File: config.mk
export PLATFORM = sky130hd
export DESIGN_NAME = usb_reg_sequencer
export DESIGN_NICKNAME = d
export VERILOG_FILES = /design/src/rtl/usb_reg_sequencer.sv
export SDC_FILE = /design/constraint.sdc
export NUM_CORES = 1
export LEC_CHECK = 0
export ABC_AREA = 1
export CORE_MARGIN = 5
export CORE_UTILIZATION = 55
export CTS_BUF_LIST = sky130_fd_sc_hd__clkbuf_8
export CTS_CLUSTER_DIAMETER = 120
export DETAILED_ROUTE_END_ITERATION = 8
export PLACE_DENSITY = 0.86
export SLEW_MARGIN = 30
export SYNTH_ARGS = -nofsm -noshare
export SYNTH_HDL_FRONTEND = slang
export SYNTH_SLANG_ARGS = --single-unit
File: constraint.sdc
create_clock -name usb_clk -period 33.9 [get_ports usb_clk]
set_clock_uncertainty 0.1 [all_clocks]
set_input_delay 10.17 -clock usb_clk [delete_from_list [all_inputs] [get_ports usb_clk]]
set_output_delay 10.17 -clock usb_clk [all_outputs]
set_load 0.01 [all_outputs]
File: src/rtl/usb_reg_sequencer.sv
// usb_reg_sequencer: command-driven master for the CW305 USB parallel register bus.
// Each accepted command becomes a byte-wise write burst, read burst, busy poll
// or trigger pulse. Every bus strobe, address and response output is registered.
// Build option: define USB_SEQ_TRIGGER_EN to implement the TRIG op and the usb_trigger
// pulse generator. Without it, usb_trigger is tied low and op 3 completes with rsp_error.
module usb_reg_sequencer #(
    parameter int pADDR_WIDTH   = 21,
    parameter int pBYTECNT_SIZE = 7,
    parameter int pREG_BITS     = 6,
    parameter int pMAX_BYTES    = 32,
    parameter int pPOLL_MAX     = 1024,
    parameter int pTRIG_CYCLES  = 10
) (
    input  logic                              usb_clk,
    input  logic                              rst,
    input  logic                              cmd_valid,
    output logic                              cmd_ready,
    input  logic [1:0]                        cmd_op,
    input  logic [1:0]                        cmd_block,
    input  logic [pREG_BITS-1:0]              cmd_addr,
    input  logic [$clog2(pMAX_BYTES+1)-1:0]   cmd_nbytes,
    input  logic [8*pMAX_BYTES-1:0]           cmd_wdata,
    output logic                              rsp_valid,
    output logic [8*pMAX_BYTES-1:0]           rsp_rdata,
    output logic                              rsp_error,
    output logic                              rsp_timeout,
    output logic [pADDR_WIDTH-1:0]            usb_addr,
    output logic [7:0]                        usb_wdata,
    output logic                              usb_data_oe,
    input  logic [7:0]                        usb_rdata,
    output logic                              usb_rdn,
    output logic                              usb_wrn,
    output logic                              usb_cen,
    output logic                              usb_trigger
);
    localparam int NBW   = $clog2(pMAX_BYTES + 1);
    localparam int PCW   = $clog2(pPOLL_MAX + 1);
    localparam int NSLOT = 2 ** NBW;
    localparam logic [NBW-1:0] MAX_NB     = NBW'(pMAX_BYTES);
    localparam logic [PCW-1:0] POLL_LIMIT = PCW'(pPOLL_MAX);
    localparam logic [1:0] OP_WRITE = 2'd0;
    localparam logic [1:0] OP_READ  = 2'd1;
    localparam logic [1:0] OP_POLL  = 2'd2;

    typedef enum logic [3:0] {
        IDLE, W_SETUP, W_CEN, W_CENH, W_REL, W_GAP,
        R_SETUP, R_LOW1, R_LOW2, R_SAMPLE, R_REL, R_GAP1, R_GAP2,
        TRIG, DONE
    } state_t;

    state_t                  r_state;
    state_t                  w_state_next;
    logic [1:0]              r_op;
    logic [1:0]              r_block;
    logic [pREG_BITS-1:0]    r_reg;
    logic [NBW-1:0]          r_nbytes;
    logic [8*pMAX_BYTES-1:0] r_wdata;
    logic [NBW-1:0]          r_byte;
    logic [NBW-1:0]          w_byte_next;
    logic [NBW-1:0]          w_byte_inc;
    logic [PCW-1:0]          r_poll_cnt;
    logic                    w_accept;
    logic                    w_err_next;
    logic                    w_to_next;
    logic [1:0]              w_block_src;
    logic [pREG_BITS-1:0]    w_reg_src;
    logic [8*pMAX_BYTES-1:0] w_wdata_src;
    logic [7:0]              w_wbyte [NSLOT];
    logic [pADDR_WIDTH-1:0]  w_addr_next;
    logic                    r_rsp_valid, r_rsp_error, r_rsp_timeout;
    logic [pADDR_WIDTH-1:0]  r_usb_addr;
    logic [7:0]              r_usb_wdata;
    logic                    r_oe, r_rdn, r_wrn, r_cen;

    assign w_accept    = cmd_valid && (r_state == IDLE);
    assign w_byte_inc  = r_byte + NBW'(1);
    // The cycle that accepts a command must already drive its address/data, so
    // the bus values come from the command port on that edge and from the latches after.
    assign w_block_src = w_accept ? cmd_block : r_block;
    assign w_reg_src   = w_accept ? cmd_addr  : r_reg;
    assign w_wdata_src = w_accept ? cmd_wdata : r_wdata;

    // Byte lanes padded to a power of two so any byte index selects a defined lane.
    genvar gi;
    for (gi = 0; gi < NSLOT; gi++) begin : g_wlane
        if (gi < pMAX_BYTES) begin : g_live
            assign w_wbyte[gi] = w_wdata_src[8*gi +: 8];
        end else begin : g_pad
            assign w_wbyte[gi] = 8'h00;
        end
    end

`ifdef USB_SEQ_TRIGGER_EN
    localparam int TCW = $clog2(pTRIG_CYCLES + 1);
    localparam logic [TCW-1:0] TRIG_LAST = TCW'(pTRIG_CYCLES - 1);
    logic [TCW-1:0] r_trig_cnt;
    logic           r_trigger;
    logic           w_trig_last;
    assign w_trig_last = (r_trig_cnt == TRIG_LAST);
`endif

    // Bus address: {zeros, block, register, subbyte}.
    always_comb begin
        w_addr_next = '0;
        w_addr_next[pBYTECNT_SIZE-1:0] = pBYTECNT_SIZE'(w_byte_next);
        w_addr_next[pBYTECNT_SIZE +: pREG_BITS] = w_reg_src;
        w_addr_next[pBYTECNT_SIZE+pREG_BITS +: 2] = w_block_src;
    end

    // Next-state, byte index and completion status.
    always_comb begin
        w_state_next = r_state;
        w_byte_next  = r_byte;
        w_err_next   = 1'b0;
        w_to_next    = 1'b0;
        case (r_state)
            IDLE: begin
                if (cmd_valid) begin
                    w_byte_next = '0;
                    if (cmd_nbytes > MAX_NB) begin
                        w_state_next = DONE;
                        w_err_next   = 1'b1;
                    end else begin
                        case (cmd_op)
                            OP_WRITE: w_state_next = (cmd_nbytes == '0) ? DONE : W_SETUP;
                            OP_READ:  w_state_next = (cmd_nbytes == '0) ? DONE : R_SETUP;
                            OP_POLL:  w_state_next = R_SETUP;
                            default: begin
`ifdef USB_SEQ_TRIGGER_EN
                                w_state_next = TRIG;
`else
                                w_state_next = DONE;
                                w_err_next   = 1'b1;
`endif
                            end
                        endcase
                    end
                end
            end
            W_SETUP:  w_state_next = W_CEN;
            W_CEN:    w_state_next = W_CENH;
            W_CENH:   w_state_next = W_REL;
            W_REL:    w_state_next = W_GAP;
            W_GAP: begin
                if (w_byte_inc == r_nbytes) begin
                    w_state_next = DONE;
                end else begin
                    w_state_next = W_SETUP;
                    w_byte_next  = w_byte_inc;
                end
            end
            R_SETUP:  w_state_next = R_LOW1;
            R_LOW1:   w_state_next = R_LOW2;
            R_LOW2:   w_state_next = R_SAMPLE;
            R_SAMPLE: w_state_next = R_REL;
            R_REL:    w_state_next = R_GAP1;
            R_GAP1:   w_state_next = R_GAP2;
            R_GAP2: begin
                if (r_op == OP_POLL) begin
                    // Byte 0 already holds this attempt's captured status.
                    if (!rsp_rdata[0]) begin
                        w_state_next = DONE;
                    end else if (r_poll_cnt == POLL_LIMIT) begin
                        w_state_next = DONE;
                        w_to_next    = 1'b1;
                    end else begin
                        w_state_next = R_SETUP;
                    end
                end else if (w_byte_inc == r_nbytes) begin
                    w_state_next = DONE;
                end else begin
                    w_state_next = R_SETUP;
                    w_byte_next  = w_byte_inc;
                end
            end
            TRIG: begin
`ifdef USB_SEQ_TRIGGER_EN
                w_state_next = w_trig_last ? DONE : TRIG;
`else
                w_state_next = DONE;
`endif
            end
            DONE:     w_state_next = IDLE;
            default:  w_state_next = IDLE;
        endcase
    end

    // State, byte index, poll attempts and latched command fields.
    always_ff @(posedge usb_clk or posedge rst) begin
        if (rst) begin
            r_state    <= IDLE;
            r_byte     <= '0;
            r_poll_cnt <= '0;
            r_op       <= '0;
            r_block    <= '0;
            r_reg      <= '0;
            r_nbytes   <= '0;
            r_wdata    <= '0;
        end else begin
            r_state <= w_state_next;
            r_byte  <= w_byte_next;
            if (w_accept) begin
                r_op       <= cmd_op;
                r_block    <= cmd_block;
                r_reg      <= cmd_addr;
                r_nbytes   <= cmd_nbytes;
                r_wdata    <= cmd_wdata;
                r_poll_cnt <= '0;
            end else if (r_state == R_SAMPLE && r_op == OP_POLL) begin
                r_poll_cnt <= r_poll_cnt + PCW'(1);
            end
        end
    end

    // Bus strobes and response flags follow the state being entered, so they are registered.
    always_ff @(posedge usb_clk or posedge rst) begin
        if (rst) begin
            r_wrn         <= 1'b1;
            r_rdn         <= 1'b1;
            r_cen         <= 1'b1;
            r_oe          <= 1'b0;
            r_usb_addr    <= '0;
            r_usb_wdata   <= '0;
            r_rsp_valid   <= 1'b0;
            r_rsp_error   <= 1'b0;
            r_rsp_timeout <= 1'b0;
        end else begin
            r_wrn       <= !(w_state_next inside {W_SETUP, W_CEN, W_CENH});
            r_oe        <=  (w_state_next inside {W_SETUP, W_CEN, W_CENH});
            r_rdn       <= !(w_state_next inside {R_LOW1, R_LOW2, R_SAMPLE});
            r_cen       <= !(w_state_next inside {W_CEN, R_LOW1, R_LOW2, R_SAMPLE});
            r_rsp_valid <= (w_state_next == DONE);
            if (w_state_next == W_SETUP) begin
                r_usb_addr  <= w_addr_next;
                r_usb_wdata <= w_wbyte[w_byte_next];
            end else if (w_state_next == R_SETUP) begin
                r_usb_addr  <= w_addr_next;
            end
            if (w_state_next == DONE) begin
                r_rsp_error   <= w_err_next;
                r_rsp_timeout <= w_to_next;
            end
        end
    end

    // One capture register per response byte, loaded on the edge leaving R_SAMPLE.
    for (gi = 0; gi < pMAX_BYTES; gi++) begin : g_rd
        logic [7:0] r_rbyte;
        // Capture the bus byte for this lane; other lanes keep their old value.
        always_ff @(posedge usb_clk or posedge rst) begin
            if (rst) begin
                r_rbyte <= '0;
            end else if (r_state == R_SAMPLE && r_byte == NBW'(gi)) begin
                r_rbyte <= usb_rdata;
            end
        end
        assign rsp_rdata[8*gi +: 8] = r_rbyte;
    end

`ifdef USB_SEQ_TRIGGER_EN
    // Trigger pulse register and its high-time counter.
    always_ff @(posedge usb_clk or posedge rst) begin
        if (rst) begin
            r_trigger  <= 1'b0;
            r_trig_cnt <= '0;
        end else begin
            r_trigger <= (w_state_next == TRIG);
            if (w_accept) begin
                r_trig_cnt <= '0;
            end else if (r_state == TRIG) begin
                r_trig_cnt <= r_trig_cnt + TCW'(1);
            end
        end
    end
    assign usb_trigger = r_trigger;
`else
    // Trigger length has no effect when the pulse generator is not built.
    localparam int unused_trig_cycles = pTRIG_CYCLES;
    assign usb_trigger = 1'b0;
`endif

    assign cmd_ready   = (r_state == IDLE);
    assign rsp_valid   = r_rsp_valid;
    assign rsp_error   = r_rsp_error;
    assign rsp_timeout = r_rsp_timeout;
    assign usb_addr    = r_usb_addr;
    assign usb_wdata   = r_usb_wdata;
    assign usb_data_oe = r_oe;
    assign usb_rdn     = r_rdn;
    assign usb_wrn     = r_wrn;
    assign usb_cen     = r_cen;

endmodule

==> impl_metrics.py <==
metrics = {
    "outcome": {
        "status": "complete, but fails checks",
        "violations": "DRC",
    },
    "synthesis": {
        "syn-cell-area_um2": 25360,
        "synth-edff-count": 0,
        "synth_area_leaders": "dfrtp_1 57%, nand2_1 16%, o21ai_0 7.0%, nand3_1 4.4%, nand4_1 2.7%",
        "async_flop_share_pct": 100.0,
        "yosysWarnings": 0,
        "synth_top_cell_by_area": "dfrtp_1",
        "syn_area_per_cell_um2": 8.437,
        "ys_ff_latch": 578,
        "ys.flop_type": "dfrtp_1",
        "synth.top_cell.area_share_pct": 56.73,
        "ys_seq_area_share_pct": 57.04,
        "yosysMostFrequentCell": "nand2_1",
        "syn_inst": 3006,
        "yosys.cell_types.count": 45,
        "synth_common_cells": "1069 x nand2_1, 575 x dfrtp_1, 356 x o21ai_0",
    },
    "worst_setup_path": {
        "path_class": "in2reg",
        "reg2reg_to": "usb_wdata[7]",
        "reg2reg_slack_ps": 28830,
        "r2r-start": "r_byte[0]",
        "crit_required_ps": 34450,
        "crit_arrival_ps": 13780,
        "endpoint_kind": "flip-flop",
        "startpoint_type": "input port",
        "reg2regPathDepth": 23,
        "critPathMaxFanout": 92,
    },
    "cts": {
        "root_buffer": "clkbuf_8",
        "clock_path_buffers": 3,
        "clk_pin_slew_worst_paths_ps": 60,
        "cts_max_level": 3,
        "holdBufCountCts": 0,
        "clk_latency_ps": 710,
        "cts_resized": 0,
        "cts_made_buffers": 95,
        "tritoncts": "yes",
        "post_cts.repair.setup_buffers": 0,
        "numClockSinks": 578,
    },
    "timing": {
        "fin_setup_tns_ps": 0,
        "final-hold-violation-count": 0,
        "fin_crit_sh_pct": 39.04,
        "slew_violations": 0,
        "setup_viol": 0,
        "max_freq_mhz": 75.57,
        "whs_ps": 366.9,
        "period_needed_ps": 13230,
        "rsz0062_at_grt": "false",
        "worstMarginPinSlew_ps": 1044,
        "relSlewSlack_pct": 30.42,
    },
    "placement": {
        "io_buffers": 568,
        "detailedPlacementHpwl_mm": 66.42,
        "gp_congestion": 0.9434,
    },
    "layout": {
        "area_growth_pct": 31.78,
        "fin_nets": 3794,
        "final_layout_size_suffix_gt1_share_pct": 7.875,
    },
    "floorplanning": {
        "die_y_um": 224.7,
        "initial_core_util_pct": 55.77,
        "core-area_um2": 45480,
        "rows": 78,
        "die_width_um": 224.7,
        "dieArea_um2": 50510,
        "io_pins": 577,
    },
    "power_and_ir_drop": {
        "powerDensity_nw_per_um2": 95.76,
        "cellLeakagePower_nw": 16.07,
        "power.total_mw": 3.201,
        "ir_worst_vdd_v": 0.00008899,
    },
    "route": {
        "drc": 8,
        "drt_wl_total_mm": 96.01,
        "vias": 24594,
        "ant_nets": 0,
        "firstDrtPassIters": 9,
        "via_per_inst": 5.877,
        "drtIter0Drc": 3394,
        "post_drt_wl_per_cell_um": 22.94,
    },
    "hold_path": {
        "min_to": "r_reg[3]",
        "hold_depth": 2,
        "hp-start": "r_reg[3]",
        "hold_class": "reg2reg",
    },
    "global_route": {
        "grtUsageTotal_pct": 36.82,
        "grt-ovfl-total": 0,
        "grt_pass1_vias": 24563,
        "grt_pass1_wl_mm": 144.8,
        "antenna_found_initial": 5,
        "grt_max_degree": 240,
    },
    "job": {
        "drv_cap": 0,
    },
}
==> layer usage <==
layer,GRT usage (%),up-vias,part of all wire (%)
li1,-,10691,-
met1,46.60,11764,36
met3,11.68,423,12
met4,22.39,2,7.9
met5,0,-,0.014
met2,55.69,1714,44
==> power breakdown <==
part	internal (mW)	switching, mW	total (mW)
sequential	0.939	0.115	1.05
combinational	0.531	0.966	1.50
clock	0.354	0.296	0.650
==> worst max-delay path by stage <==
stage / slack, ps / endpoint / start / depth (start not counted)
4_1_cts: 20720 / usb_wdata[2] / cmd_valid / 16
5_1_grt: 20530 / usb_wdata[2] / cmd_valid / 13
2_1_floorplan: 7460 / g_rd[0].r_rbyte[0] / rst / 1
6_report: 20670 / usb_wdata[2] / cmd_valid / 13
3_5_place_dp: 19970 / usb_wdata[2] / cmd_valid / 16
3_3_place_gp: 20080 / usb_wdata[0] / cmd_valid / 15
==> layout make-up <==
class	count	area (um^2)
Sequential cell	578	14470
Fill cell	3160	12050
Multi-Input combinational cell	2056	9422
Timing Repair Buffer	597	6047
Clock buffer	128	1762
Tap cell	600	750.7
Inverter	175	669.4
Clock inverter	47	296.5
Antenna cell	4	10.01
==> metrics by stage <==
stage | setup WS, ps | cells | utilization [%] | cell area, um^2
detailed placement | 19970 | 4000 | 68.57 | 31190
CTS | 20720 | 4175 | 73.10 | 33240
floorplan | 7464 | 3013 | - | 25390
global route | 20530 | 4183 | 73.48 | 33420
finish | 20670 | 4185 | 73.50 | 33420
global placement | 20080 | 4000 | 68.57 | 31190
==> worst max-delay path, stage by stage <==
cell and delay (ps):
clkdlybuf4s50_1 440, inv_1 100, nor2_4 40, buf_4 300, inv_6 500, a21oi_1 120, a21oi_1 150, o311ai_1 210
nor2_1 140, nand3_1 490, nor2_1 790, nand3_1 180, nand2_1 100
==> layout by cell type (no fill, tap or decap), types with 2 or more instances in the layout <==
master	count
inv_8	3
o211ai_1	4
or2_2	77
nand3b_1	2
dfstp_2	3
o21a_1	2
inv_1	193
mux2_2	2
o21ai_0	356
bufinv_16	2
inv_2	8
nand2_1	1068
clkinv_1	2
nand3_2	2
ha_1	8
o21ai_1	7
mux2i_1	25
conb_1	8
nand3_4	2
buf_12	3
dfrtp_1	575
clkdlybuf4s50_1	568
buf_6	5
nand2_4	2
inv_6	2
nand3_1	221
a21oi_1	15
buf_16	4
o21ai_2	2
nand4_1	109
nor3_1	16
a31oi_1	8
clkinv_2	6
clkbuf_8	128
nor2_1	102
clkinvlp_4	4
buf_4	16
diode_2	4
==> cell families (layout without fill, tap and decap cells) <==
| kind of cell | count (synthesis) | in the layout | synth area share, % |
|---|---|---|---|
| fa+ha+maj | 8 | 8 | 0.3947 |
| simple gates | 1609 | 1609 | 27.05 |
| xor+xnor | 1 | 1 | 0.03454 |
| mux | 27 | 27 | 1.075 |
| compound gates | 403 | 403 | 8.248 |
| flops | 578 | 578 | 57.04 |
| buf+inv | 379 | 947 | 6.137 |
| other cells | 1 | 12 | 0.01479 |
Power figures use the tool's default switching activity.
